===== src/rtl/seq_addsub_16.sv =====
// -----------------------------------------------------------------------------
// seq_addsub_16
//
// Sequential 16-bit adder/subtractor that works one nibble per clock, LSB
// first. A request is taken only in IDLE. The block then spends four RUN
// cycles, one per nibble, rippling a single carry bit between them. After the
// last nibble it spends one DONE cycle and then returns to IDLE.
//
// Subtraction is a + ~b + 1. The initial carry is set to 'sub' and each
// b nibble is inverted with {4{sub}}. c_out is therefore the true carry out of
// bit 15, which in subtract mode means "no borrow".
//
// Ports
//   clk       in   system clock, all state changes on its rising edge
//   reset     in   synchronous active-high reset
//   start     in   operation request, sampled only in IDLE
//   sub       in   0 = a+b, 1 = a-b, sampled with start
//   a, b      in   16-bit operands, sampled with start
//   busy      out  high exactly while in RUN
//   done      out  one-cycle completion pulse (the DONE state)
//   result    out  registered sum/difference, held between completions
//   c_out     out  carry out of bit 15
//   overflow  out  two's-complement overflow (carry into bit 15 ^ carry out)
//   zero      out  high when result == 0
// -----------------------------------------------------------------------------
module seq_addsub_16 (
    input  logic        clk,
    input  logic        reset,
    input  logic        start,
    input  logic        sub,
    input  logic [15:0] a,
    input  logic [15:0] b,
    output logic        busy,
    output logic        done,
    output logic [15:0] result,
    output logic        c_out,
    output logic        overflow,
    output logic        zero
);

    localparam logic [1:0] IDLE = 2'd0;
    localparam logic [1:0] RUN  = 2'd1;
    localparam logic [1:0] DONE = 2'd2;

    localparam logic [1:0] LAST_NIBBLE = 2'd3;

    // 5-bit nibble add: {carry_out, sum[3:0]}
    function automatic logic [4:0] nibble_add(
        input logic [3:0] x,
        input logic [3:0] y,
        input logic       cin
    );
        nibble_add = {1'b0, x} + {1'b0, y} + {4'b0000, cin};
    endfunction

    // Pick nibble idx out of a 16-bit word
    function automatic logic [3:0] nibble_sel(
        input logic [15:0] w,
        input logic [1:0]  idx
    );
        case (idx)
            2'd0:    nibble_sel = w[3:0];
            2'd1:    nibble_sel = w[7:4];
            2'd2:    nibble_sel = w[11:8];
            2'd3:    nibble_sel = w[15:12];
            default: nibble_sel = 4'h0;
        endcase
    endfunction

    // ------------------------------------------------------------------
    // State
    // ------------------------------------------------------------------
    logic [1:0]  state_r;
    logic [15:0] a_r;
    logic [15:0] b_r;
    logic        sub_r;
    logic        carry_r;
    logic [1:0]  cnt_r;
    logic [15:0] acc_r;

    logic        busy_r;
    logic        done_r;
    logic [15:0] result_r;
    logic        c_out_r;
    logic        overflow_r;
    logic        zero_r;

    // ------------------------------------------------------------------
    // Combinational helpers
    // ------------------------------------------------------------------
    logic [1:0]  state_nxt_s;
    logic [3:0]  nib_a_s;
    logic [3:0]  nib_b_s;
    logic [4:0]  nib_sum_s;
    logic [3:0]  low3_sum_s;
    logic        c15_in_s;
    logic        last_s;
    logic [15:0] final_s;
    logic        accept_s;

    // Accept a request only from IDLE; start in RUN/DONE is dropped, not queued
    assign accept_s = (state_r == IDLE) && start;
    assign last_s   = (state_r == RUN) && (cnt_r == LAST_NIBBLE);

    // Next-state decode for the IDLE -> RUN -> DONE -> IDLE sequence
    always_comb begin
        state_nxt_s = state_r;
        case (state_r)
            IDLE: begin
                if (start) begin
                    state_nxt_s = RUN;
                end else begin
                    state_nxt_s = IDLE;
                end
            end
            RUN: begin
                if (cnt_r == LAST_NIBBLE) begin
                    state_nxt_s = DONE;
                end else begin
                    state_nxt_s = RUN;
                end
            end
            DONE:    state_nxt_s = IDLE;
            default: state_nxt_s = IDLE;
        endcase
    end

    // Nibble datapath: add the current nibble pair with the rippled carry
    always_comb begin
        nib_a_s    = nibble_sel(a_r, cnt_r);
        nib_b_s    = nibble_sel(b_r, cnt_r) ^ {4{sub_r}};
        nib_sum_s  = nibble_add(nib_a_s, nib_b_s, carry_r);
        // Carry into bit 15 is the carry out of the low three bits of nibble 3;
        // only meaningful while cnt_r == 3, ignored otherwise.
        low3_sum_s = {1'b0, nib_a_s[2:0]} + {1'b0, nib_b_s[2:0]} + {3'b000, carry_r};
        c15_in_s   = low3_sum_s[3];
        // Top nibble goes straight into the result so the output can load on
        // the same edge that finishes the last nibble.
        final_s    = {nib_sum_s[3:0], acc_r[11:0]};
    end

    // ------------------------------------------------------------------
    // Sequential logic
    // ------------------------------------------------------------------

    // FSM state plus busy/done, both derived from the next state so they are registered
    always_ff @(posedge clk) begin
        if (reset) begin
            state_r <= IDLE;
            busy_r  <= 1'b0;
            done_r  <= 1'b0;
        end else begin
            state_r <= state_nxt_s;
            busy_r  <= (state_nxt_s == RUN);
            done_r  <= (state_nxt_s == DONE);
        end
    end

    // Operand capture on accept, then nibble-by-nibble carry/counter/accumulator
    always_ff @(posedge clk) begin
        if (reset) begin
            a_r     <= 16'h0000;
            b_r     <= 16'h0000;
            sub_r   <= 1'b0;
            carry_r <= 1'b0;
            cnt_r   <= 2'd0;
            acc_r   <= 16'h0000;
        end else if (accept_s) begin
            a_r     <= a;
            b_r     <= b;
            sub_r   <= sub;
            carry_r <= sub;
            cnt_r   <= 2'd0;
        end else if (state_r == RUN) begin
            carry_r <= nib_sum_s[4];
            cnt_r   <= cnt_r + 2'd1;
            case (cnt_r)
                2'd0:    acc_r[3:0]   <= nib_sum_s[3:0];
                2'd1:    acc_r[7:4]   <= nib_sum_s[3:0];
                2'd2:    acc_r[11:8]  <= nib_sum_s[3:0];
                2'd3:    acc_r[15:12] <= nib_sum_s[3:0];
                default: acc_r        <= acc_r;
            endcase
        end else begin
            carry_r <= carry_r;
            cnt_r   <= cnt_r;
        end
    end

    // Visible results load only when the last nibble completes, otherwise hold
    always_ff @(posedge clk) begin
        if (reset) begin
            result_r   <= 16'h0000;
            c_out_r    <= 1'b0;
            overflow_r <= 1'b0;
            zero_r     <= 1'b0;
        end else if (last_s) begin
            result_r   <= final_s;
            c_out_r    <= nib_sum_s[4];
            overflow_r <= c15_in_s ^ nib_sum_s[4];
            zero_r     <= (final_s == 16'h0000);
        end else begin
            result_r   <= result_r;
            c_out_r    <= c_out_r;
            overflow_r <= overflow_r;
            zero_r     <= zero_r;
        end
    end

    assign busy     = busy_r;
    assign done     = done_r;
    assign result   = result_r;
    assign c_out    = c_out_r;
    assign overflow = overflow_r;
    assign zero     = zero_r;

endmodule


===== config.mk =====
export PLATFORM = sky130hd
export DESIGN_NAME = seq_addsub_16
export DESIGN_NICKNAME = d
export VERILOG_FILES = /design/src/rtl/seq_addsub_16.sv
export SDC_FILE = /design/constraint.sdc
export NUM_CORES = 1
export LEC_CHECK = 0
export CORE_AREA = 2 2 75 77
export DETAILED_ROUTE_END_ITERATION = 6
export DIE_AREA = 0 0 77 79
export DONT_BUFFER_PORTS = 1
export PLACE_DENSITY = 0.74
export SYNTH_ARGS = -nofsm -noshare
export SYNTH_HDL_FRONTEND = slang
export SYNTH_SLANG_ARGS = --single-unit

===== constraint.sdc =====
create_clock -name clk -period 3.75 [get_ports clk]
set_input_delay 0.75 -clock clk [delete_from_list [all_inputs] [get_ports clk]]
set_output_delay 0.75 -clock clk [all_outputs]
set_load 0.03 [all_outputs]

==> results of run 1 <==
-- metal layers --
layer	GRT usage	share of wire
met1	0.2531	0.44
met2	0.3632	0.48
met3	0.07273	0.064
met4	0.09107	0.020
met5	0	0
-- report_power, final --
group / leakage (nW) / total (mW) / switching [mW] / internal, mW
combinational: 0.476 / 0.191 / 0.119 / 0.0724
clock: 0.100 / 0.593 / 0.271 / 0.322
sequential: 0.579 / 0.811 / 0.0251 / 0.786
-- through the flow --
stage               hold WS (ps)  instance area [um^2]    util
finish                     454.4                  3183  0.5963
global route               439.6                  3183  0.5963
CTS                        438.0                  3183  0.5963
detailed placement         447.0                  2993  0.5607
global placement           439.0                  2993  0.5607
floorplan                  433.2                  3070       -
-- cells by family (layout without fill, tap and decap cells) --
family	count (synthesis)	in the layout	share of synthesized area
AO/OA/AOI/OAI	86	86	0.1781
XOR/XNOR	9	9	0.02812
adder cells (fa/ha/maj)	10	10	0.04564
buffers and inverters	32	23	0.06438
flip-flops	71	71	0.4629
multiplexers	3	3	0.01019
AND/OR/NAND/NOR	149	149	0.2107
-- state kept, by name (all words and copies together) (netlist names) --
register  cells
a_r          16
done          1
carry_r       1
state_r       2
c_out         1
overflow      1
cnt_r         2
acc_r        12
sub_r         1
zero          1
busy          1
result       16
b_r          16
-- worst max path at each step --
stage | depth (start not counted) | to | slack, ps
after floorplan | 13 | zero$_SDFFE_PP0P_ | 870
after CTS | 12 | zero$_SDFFE_PP0P_ | 640
after detailed placement | 12 | zero$_SDFFE_PP0P_ | 660
final | 12 | zero$_SDFFE_PP0P_ | 620
after global placement | 12 | zero$_SDFFE_PP0P_ | 740
after global routing | 12 | overflow$_SDFFE_PP0P_ | 380
-- cell type report --
type                    instances  area share
multi-input cells             257      0.4560
flip-flops and latches         71      0.4465
clock buffers                  12     0.04560
well taps                      72     0.02830
clock inverters                 4     0.01415
inverters                       6    0.007075
repair buffers                  1    0.002358
-- synth_stat cells (2+ instances only) --
cell / n / area [um^2]
nand3_1: 9 / 45.04
fa_1: 2 / 40.04
inv_1: 6 / 22.52
buf_6: 6 / 67.56
xor2_1: 4 / 35.03
nor3_2: 2 / 20.02
nor4_1: 3 / 18.77
ha_1: 8 / 100.1
clkbuf_1: 7 / 26.28
a311oi_1: 3 / 26.28
nand2_2: 7 / 43.79
nor2_1: 18 / 67.56
a222oi_1: 7 / 70.07
a21oi_2: 10 / 87.58
buf_2: 10 / 50.05
xnor2_1: 4 / 35.03
nand2_1: 101 / 379.1
mux2i_1: 2 / 20.02
a21oi_1: 55 / 275.3
nand2b_1: 2 / 12.51
and2_1: 2 / 12.51
dfxtp_1: 71 / 1421
o31ai_1: 4 / 30.03
-- critical path: cells and delay by family (launching register included) --
kind | cells | cell delay [ps]
AO/OA/AOI/OAI | 3 | 800
XOR/XNOR | 1 | 170
adder cells (fa/ha/maj) | 3 | 1230
buffers and inverters | 2 | 180
flip-flops | 1 | 360
AND/OR/NAND/NOR | 3 | 300
==> load_flow_metrics.sql, run 1 <==
INSERT INTO impl_metrics (metric_group, metric, value, unit) VALUES
('timing', 'layout_worst_path_cycle_share', '0.8345', ''),
('detailed_routing', 'num_vias', '2318', ''),
('place', 'post-place-ws', '657.1', 'ps'),
('clock_network', 'postCtsSetupBuffers', '0', ''),
('critical_path', 'worst-r2r-setup-slack', '620', 'ps'),
('critical_path', 'timing.critical_path.cells', 'inv_1, ha_1, a222oi_1, a21oi_1, xor2_1, fa_1, inv_1, fa_1, nor4b_2, nand2_1, nor4_1, a32o_2', ''),
('grt', 'pin_count_of_the_biggest_net_entering_global_routing', '72', ''),
('critical_path', 'worst_ep_arrival_time', '3380', 'ps'),
('power', 'report.power.total', '1.595', 'mW'),
('final_layout', 'layout.area.seq', '1421', 'um^2'),
('critical_path', 'critPathLaunchType', 'flop', ''),
('timing', 'timing.final.hold_violations', '0', ''),
('detailed_routing', 'drtPass1Iterations', '5', ''),
('final_layout', 'layout_common_cells', 'nand2_1, dfxtp_1, a21oi_1, nor2_1', ''),
('synthesis', 'asyncSetResetFlopFracSynth', '0', ''),
('timing', 'fin_crit', '3129', 'ps'),
('critical_path', 'worstPathRequired', '4000', 'ps'),
('final_layout', 'layout_commonest_cell', 'nand2_1', ''),
('final_layout', 'drive_above_1_share', '0.1168', ''),
('clock_network', 'clk_root_buffer_cell', 'clkbuf_8', ''),
('clock_network', 'post_cts_resized', '0', ''),
('hold_path', 'path_category_of_the_worst_min_delay_check', 'reg2reg', ''),
('grt', 'global_route.overflow_total', '0', ''),
('place', 'numPlacedInstances', '407', ''),
('final_layout', 'nFillCells', '518', ''),
('grt', 'antenna_violations_before_repair', '0', ''),
('hold_path', 'min_to', 'a_r[1]$_SDFFE_PP0P_', ''),
('clock_network', 'h-tree-depth', '3', ''),
('timing', 'clock_skew', '5.022', 'ps'),
('critical_path', 'slowest_cell_on_the_critical_path', 'fa_1', ''),
('synthesis', 'synth.cell_area', '3070', 'um^2'),
('floorplan', 'design.portCount', '57', ''),
('floorplan', 'core', '5338', 'um^2'),
('timing', 'setup-tns-final', '0', 'ps'),
('place', 'port-buffer-count', '0', ''),
('detailed_routing', 'finalWirelength', '6012', 'um'),
('floorplan', 'initial_core_util', '0.5752', ''),
('hold_path', 'timing.hold.worst_path_depth', '2', ''),
('critical_path', 'worstReg2RegStart', 'cnt_r[1]$_SDFFE_PP0N_', ''),
('clock_network', 'clk_pin_slew', '70', 'ps'),
('final_layout', 'fin_nets', '392', ''),
('outcome', 'status', 'completed', ''),
('power', 'vdd.ir_drop.worst', '0.0003803', 'V'),
('critical_path', 'crit_path_end_kind', 'flop', ''),
('timing', 'unrepaired_setup_endpoints_after_global_routing', 'false', ''),
('final_layout', 'area_growth_syn_to_layout', '3.667', '%'),
('synthesis', 'syn_area_per_cell', '8.529', 'um^2'),
('floorplan', 'fp.dieArea', '6083', 'um^2'),
('timing', 'max_slew_margin', '0.4646', ''),
('clock_network', 'tritoncts', 'built', ''),
('grt', 'grt_pass1_wl', '10290', 'um'),
('place', 'dp_hpwl', '4056', 'um'),
('clock_network', 'cts.sink_count', '71', ''),
('critical_path', 'crit_start', 'cnt_r[1]$_SDFFE_PP0N_', ''),
('critical_path', 'timing.critical_path.fanout_max', '12', ''),
('timing', 'final-max-slew-violation-count', '0', ''),
('timing', 'setup_violations', '0', ''),
('detailed_routing', 'final_antenna_net_count', '0', ''),
('synthesis', 'synth_edf_count', '0', ''),
('clock_network', 'ctsLongestPathBuffers', '2', ''),
('critical_path', 'critical_path.max_stage_delay', '480', 'ps'),
('power', 'static-leakage-power', '1.154', 'nW'),
('critical_path', 'terminus_of_the_critical_flop_to_flop_path', 'zero$_SDFFE_PP0P_', ''),
('final_layout', 'antennaDiodeCount', '0', ''),
('floorplan', 'placementRows', '27', ''),
('place', 'gp_routability_congestion', '0.8813', ''),
('job', 'timing.max_cap.violations', '0', ''),
('synthesis', 'yosysWarningCount', '0', ''),
('clock_network', 'numCtsBuffers', '9', ''),
('synthesis', 'synthDistinctLibCells', '40', ''),
('critical_path', 'timing.setup.critical_path_class', 'reg2reg', '');
No activity file was read; power rests on OpenSTA's default activity.
==> run 2: changes to the inputs <==
==> config.mk (replaced) <==
export PLATFORM = sky130hd
export DESIGN_NAME = seq_addsub_16
export DESIGN_NICKNAME = d
export VERILOG_FILES = /design/src/rtl/seq_addsub_16.sv
export SDC_FILE = /design/constraint.sdc
export NUM_CORES = 1
export LEC_CHECK = 0
export CORE_AREA = 2 2 78 80
export DETAILED_ROUTE_END_ITERATION = 6
export DIE_AREA = 0 0 80 82
export DONT_BUFFER_PORTS = 1
export PLACE_DENSITY = 0.72
export SYNTH_ARGS = -nofsm -noshare
export SYNTH_HDL_FRONTEND = slang
export SYNTH_SLANG_ARGS = --single-unit
==> constraint.sdc (replaced) <==
create_clock -name clk -period 2.6 [get_ports clk]
set_input_delay 0.52 -clock clk [delete_from_list [all_inputs] [get_ports clk]]
set_output_delay 0.52 -clock clk [all_outputs]
set_load 0.03 [all_outputs]
==> load_flow_metrics.sql, run 2 (synthesis gave the netlist of run 1 again) <==
INSERT INTO impl_metrics (metric_group, metric, value, unit) VALUES
('timing', 'max_slew_margin', '0.5831', ''),
('floorplan', 'fp.dieArea', '6560', 'um^2'),
('detailed_routing', 'final_antenna_net_count', '0', ''),
('timing', 'unrepaired_setup_endpoints_after_global_routing', 'true', ''),
('critical_path', 'ff2ff_path_depth', '12', ''),
('timing', 'fin_crit', '2778', 'ps'),
('timing', 'clock_skew', '8.714', 'ps'),
('timing', 'timing.final.hold_violations', '0', ''),
('detailed_routing', 'finalWirelength', '6587', 'um'),
('final_layout', 'nFillCells', '511', ''),
('timing', 'hold-worst-slack', '223.0', 'ps'),
('final_layout', 'layout.area.seq', '1429', 'um^2'),
('power', 'vdd.ir_drop.worst', '0.0003560', 'V'),
('grt', 'number_of_global_route_vias_before_repair', '2283', ''),
('power', 'static-leakage-power', '1.323', 'nW'),
('critical_path', 'crit_start', 'cnt_r[0]$_SDFFE_PP0N_', ''),
('floorplan', 'initial_core_util', '0.5344', ''),
('place', 'post-place-ws', '-198.6', 'ps'),
('place', 'dp_hpwl', '4469', 'um'),
('critical_path', 'worst_ep_arrival_time', '3070', 'ps'),
('detailed_routing', 'drt_iter0_drc', '140', ''),
('final_layout', 'area_of_the_multi_input_gates', '1594', 'um^2'),
('grt', 'antenna_violations_before_repair', '0', ''),
('final_layout', 'fin_util', '0.6189', ''),
('clock_network', 'h-tree-depth', '3', ''),
('floorplan', 'core', '5746', 'um^2'),
('detailed_routing', 'wl_per_cell', '14.54', 'um'),
('timing', 'fmax', '359.9', 'MHz'),
('timing', 'worst_slack', '-178.5', 'ps'),
('final_layout', 'area_growth_syn_to_layout', '15.81', '%'),
('critical_path', 'timing.critical_path.fanout_max', '5', ''),
('final_layout', 'drive_above_1_share', '0.2540', ''),
('critical_path', 'critPathLaunchType', 'flop', ''),
('timing', 'setup-tns-final', '-1264', 'ps'),
('clock_network', 'worstSkewPairLatency', '350', 'ps'),
('clock_network', 'ctsLongestPathBuffers', '2', ''),
('outcome', 'status', 'complete, but fails checks', ''),
('grt', 'pin_count_of_the_biggest_net_entering_global_routing', '72', ''),
('place', 'port-buffer-count', '0', ''),
('final_layout', 'layout_common_cells', 'nand2_1, dfxtp_1, a21oi_1, buf_4, nor2_1', ''),
('critical_path', 'crit_path_end_kind', 'flop', ''),
('power', 'report.power.total', '2.372', 'mW'),
('grt', 'tot_gr_track_use', '0.2038', ''),
('job', 'timing.max_cap.violations', '0', ''),
('critical_path', 'worstPathRequired', '2890', 'ps'),
('grt', 'global_route.overflow_total', '0', ''),
('floorplan', 'design.portCount', '57', ''),
('floorplan', 'die_width', '80', 'um'),
('clock_network', 'clk_pin_slew', '70', 'ps'),
('timing', 'layout_worst_path_cycle_share', '1.069', ''),
('final_layout', 'antennaDiodeCount', '0', ''),
('outcome', 'violations_in_the_final_reports', 'negative setup slack', ''),
('critical_path', 'worstReg2RegStart', 'cnt_r[0]$_SDFFE_PP0N_', ''),
('grt', 'grt_pass1_wl', '10260', 'um'),
('detailed_routing', 'drt-vias-per-instance', '5.402', ''),
('hold_path', 'path_category_of_the_worst_min_delay_check', 'in2reg', ''),
('final_layout', 'layout_commonest_cell', 'nand2_1', ''),
('critical_path', 'worst-r2r-setup-slack', '-180', 'ps'),
('timing', 'tightestPinTransition', '623.2', 'ps'),
('clock_network', 'numCtsBuffers', '9', ''),
('place', 'gp_routability_congestion', '0.8690', ''),
('clock_network', 'cts_hold_repair.buffers', '0', ''),
('critical_path', 'crit_end', 'zero$_SDFFE_PP0P_', ''),
('detailed_routing', 'num_vias', '2447', ''),
('power', 'pwr_dens', '667.1', 'nW/um^2'),
('critical_path', 'terminus_of_the_critical_flop_to_flop_path', 'zero$_SDFFE_PP0P_', ''),
('detailed_routing', 'drc', '0', ''),
('floorplan', 'die_h', '82', 'um'),
('clock_network', 'clk_root_buffer_cell', 'clkbuf_8', ''),
('timing', 'setup_violations', '13', ''),
('detailed_routing', 'drtPass1Iterations', '4', ''),
('clock_network', 'tritoncts', 'built', ''),
('critical_path', 'timing.setup.critical_path_class', 'reg2reg', ''),
('clock_network', 'cts.sink_count', '71', ''),
('final_layout', 'fin_nets', '419', ''),
('floorplan', 'placementRows', '28', ''),
('timing', 'final-max-slew-violation-count', '0', '');
[run 2: changes by cell type in the layout (fill, tap and decap cells not counted), moves of 3 or more]
cell	before	now
buf_4	1	21
buf_6	0	7
a21oi_1	55	50
a21oi_2	10	14
a311oi_1	3	0
a311oi_2	0	3
ha_1	8	5
inv_1	6	3
[run 2: worst min path at each step]
stage / slack (ps) / endpoint / cells past startpoint / start
6_report: 220 / cnt_r[0]$_SDFFE_PP0N_ / 1 / reset
5_1_grt: 220 / cnt_r[0]$_SDFFE_PP0N_ / 1 / reset
4_1_cts: 220 / cnt_r[0]$_SDFFE_PP0N_ / 1 / reset
3_5_place_dp: 440 / b_r[2]$_SDFFE_PP0P_ / 2 / b_r[2]$_SDFFE_PP0P_
3_3_place_gp: 440 / b_r[2]$_SDFFE_PP0P_ / 2 / b_r[2]$_SDFFE_PP0P_
2_1_floorplan: 430 / b_r[2]$_SDFFE_PP0P_ / 2 / b_r[2]$_SDFFE_PP0P_
[run 2: stage by stage]
stage | std cells | area [um^2]
detailed placement | 436 | 3231
finish | 453 | 3556
global placement | 436 | 3231
global route | 453 | 3556
floorplan | 360 | 3122
CTS | 451 | 3426
[run 2: metal layers]
metal / part of all wire / track usage
met5: 0 / 0
met4: 0.021 / 0.1034
met3: 0.044 / 0.04505
met2: 0.50 / 0.3517
met1: 0.44 / 0.2384
[run 2: area by class of cell]
type | instances | area share
repair buffers | 28 | 0.06650
flip-flops and latches | 71 | 0.4018
multi-input cells | 257 | 0.4483
clock buffers | 12 | 0.04363
well taps | 75 | 0.02639
inverters | 6 | 0.007741
clock inverters | 4 | 0.005630
[run 2: where the power goes]
part	switching [mW]	internal (mW)	total [mW]
sequential	0.0382	1.13	1.17
clock	0.398	0.392	0.790
combinational	0.222	0.190	0.411
[run 2: timing repair]
| action | 4_1_cts | 5_1_grt |
|---|---|---|
| endpoints found under the setup margin | 15 | 16 |
| buffers inserted | 0 | 2 |
| pin swaps | 10 | 25 |
| resized for setup | 6 | 26 |
[run 2: critical path, cell delays in order (launching register included)]
cell,delay (ps)
dfxtp_4,390
inv_4,50
ha_4,150
buf_4,130
buf_6,120
a222oi_1,410
a21oi_2,130
xnor2_1,180
fa_2,560
nor4b_4,180
nand2_1,90
nor4_2,150
a32o_2,150
==> run 3: changes to the inputs <==
--- a/config.mk
+++ b/config.mk
@@ -10,6 +10,7 @@
 export DIE_AREA = 0 0 80 82
 export DONT_BUFFER_PORTS = 1
 export PLACE_DENSITY = 0.72
+export SETUP_SLACK_MARGIN = 0.15
 export SYNTH_ARGS = -nofsm -noshare
 export SYNTH_HDL_FRONTEND = slang
 export SYNTH_SLANG_ARGS = --single-unit
==> load_flow_metrics.sql, run 3 (synthesis gave the netlist of run 1 again) <==
INSERT INTO impl_metrics (metric_group, metric, value, unit) VALUES
('timing', 'layout_worst_path_cycle_share', '1.033', ''),
('clock_network', 'cts_hold_repair.buffers', '0', ''),
('floorplan', 'fp.dieArea', '6560', 'um^2'),
('grt', 'pin_count_of_the_biggest_net_entering_global_routing', '72', ''),
('final_layout', 'fin_nets', '409', ''),
('outcome', 'status', 'complete, but fails checks', ''),
('grt', 'grt_met2_use', '0.3375', ''),
('timing', 'unrepaired_setup_endpoints_after_global_routing', 'true', ''),
('power', 'static-leakage-power', '1.304', 'nW'),
('timing', 'setup_violations', '6', ''),
('clock_network', 'clk_root_buffer_cell', 'clkbuf_8', ''),
('critical_path', 'worst_ep_arrival_time', '2920', 'ps'),
('critical_path', 'timing.setup.critical_path_class', 'reg2reg', ''),
('final_layout', 'layout_commonest_cell', 'nand2_1', ''),
('grt', 'number_of_global_route_vias_before_repair', '2215', ''),
('clock_network', 'cts.sink_count', '71', ''),
('grt', 'global_route.overflow_total', '0', ''),
('power', 'vdd.ir_drop.worst', '0.0004262', 'V'),
('floorplan', 'placementRows', '28', ''),
('floorplan', 'design.portCount', '57', ''),
('clock_network', 'clk_pin_slew', '80', 'ps'),
('clock_network', 'h-tree-depth', '3', ''),
('critical_path', 'critPathLaunchType', 'flop', ''),
('outcome', 'violations_in_the_final_reports', 'negative setup slack', ''),
('clock_network', 'tritoncts', 'built', ''),
('timing', 'fmax', '372.3', 'MHz'),
('grt', 'grt_util_met3', '0.04505', ''),
('grt', 'met1_track_utilization_from_global_routing', '0.2572', ''),
('detailed_routing', 'num_vias', '2393', ''),
('detailed_routing', 'final_antenna_net_count', '0', ''),
('final_layout', 'antennaDiodeCount', '0', ''),
('place', 'gp_routability_congestion', '0.8155', ''),
('place', 'dp_hpwl', '4437', 'um'),
('grt', 'grt_pass1_wl', '10220', 'um'),
('place', 'post-place-ws', '-133.4', 'ps'),
('hold_path', 'path_category_of_the_worst_min_delay_check', 'in2reg', ''),
('final_layout', 'fin_util', '0.6108', ''),
('final_layout', 'area_growth_syn_to_layout', '14.30', '%'),
('floorplan', 'die_h', '82', 'um'),
('timing', 'clock_skew', '11.62', 'ps'),
('critical_path', 'timing.critical_path.fanout_max', '8', ''),
('clock_network', 'worstSkewPairLatency', '340', 'ps'),
('job', 'timing.max_cap.violations', '0', ''),
('place', 'port-buffer-count', '0', ''),
('timing', 'final-max-slew-violation-count', '0', ''),
('timing', 'tightestPinTransition', '714.0', 'ps'),
('detailed_routing', 'drt-vias-per-instance', '5.402', ''),
('timing', 'worst_slack', '-85.77', 'ps'),
('detailed_routing', 'wl_per_cell', '14.41', 'um'),
('final_layout', 'layout_common_cells', 'nand2_1, dfxtp_1, a21oi_1, nor2_1, buf_4', ''),
('detailed_routing', 'drtPass1Iterations', '6', ''),
('critical_path', 'worstPathRequired', '2840', 'ps'),
('timing', 'timing.final.hold_violations', '0', ''),
('timing', 'max_slew_margin', '0.5240', ''),
('clock_network', 'numCtsBuffers', '9', ''),
('detailed_routing', 'drt_iter0_drc', '97', ''),
('detailed_routing', 'finalWirelength', '6384', 'um'),
('detailed_routing', 'drc', '0', ''),
('timing', 'fin_crit', '2686', 'ps'),
('final_layout', 'drive_above_1_share', '0.2147', ''),
('critical_path', 'crit_path_end_kind', 'flop', ''),
('grt', 'tot_gr_track_use', '0.2045', ''),
('power', 'pwr_dens', '740.0', 'nW/um^2'),
('grt', 'grt-busiest-layer', 'met2', ''),
('floorplan', 'core', '5746', 'um^2'),
('grt', 'antenna_violations_before_repair', '0', ''),
('clock_network', 'ctsLongestPathBuffers', '2', ''),
('timing', 'setup-tns-final', '-280.1', 'ps'),
('floorplan', 'die_width', '80', 'um'),
('floorplan', 'initial_core_util', '0.5344', '');
-- run 3: cell count changes in the layout (fill, tap and decap cells not counted), sizes merged --
cell,before,now
bufinv,0,2
clkbuf,12,14
buf,28,18
clkinv,4,0
-- run 3: final cells by class --
type / instances / area (um^2)
fillers: 532 / 2236
multi-input cells: 257 / 1577
flip-flops and latches: 71 / 1429
clock buffers: 14 / 182.7
repair buffers: 18 / 142.6
well taps: 75 / 93.84
clock inverters: 2 / 60.06
inverters: 6 / 25.02
-- run 3: final timing paths --
kind                         startpoint                      to  slack, ps  cells after the start
setup / recovery  cnt_r[1]$_SDFFE_PP0N_       zero$_SDFFE_PP0P_        -90                     11
hold / removal                    reset  result[1]$_SDFFE_PP0P_        240                      1
setup reg to reg  cnt_r[1]$_SDFFE_PP0N_       zero$_SDFFE_PP0P_        -90                     11
hold reg to reg     a_r[1]$_SDFFE_PP0P_     a_r[1]$_SDFFE_PP0P_        450                      2
-- run 3: power breakdown --
part	total [mW]	leakage [nW]	switching, mW	internal (mW)
registers	1.17	0.580	0.0396	1.13
logic	0.381	0.601	0.212	0.169
clock network	1.04	0.123	0.398	0.646
-- run 3: routing by layer --
metal | wire, um | part of all wire | up-vias
met5 | 0 | 0 | -
met4 | 70 | 0.011 | 0
met3 | 297 | 0.047 | 7
met2 | 3211 | 0.50 | 61
met1 | 2804 | 0.44 | 1110
li1 | - | - | 1215
-- run 3: timing repair --
item                                    CTS  global route
buffers inserted                          1             0
pin swaps                                 5             8
endpoints found under the setup margin   16            16
resized for setup                         5            13
-- run 3: per-stage QoR --
step | cells | instance area [um^2] | hold slack (ps) | total power [mW]
after floorplan | 360 | 3122 | 433.2 | 1.464
after global placement | 426 | 3156 | 438.8 | 1.529
after detailed placement | 426 | 3156 | 443.6 | 1.537
after CTS | 443 | 3435 | 225.6 | 2.590
after global routing | 443 | 3510 | 224.1 | 2.707
final | 443 | 3510 | 240.0 | 2.597
-- run 3: critical path, stage by stage, from the launching register on --
cell	delay (ps)
dfxtp_4	380
inv_4	50
ha_4	150
buf_4	150
a222oi_1	380
a21oi_1	170
xor2_1	180
ha_1	290
a21o_1	190
a21oi_4	270
xor2_4	150
a32o_2	240
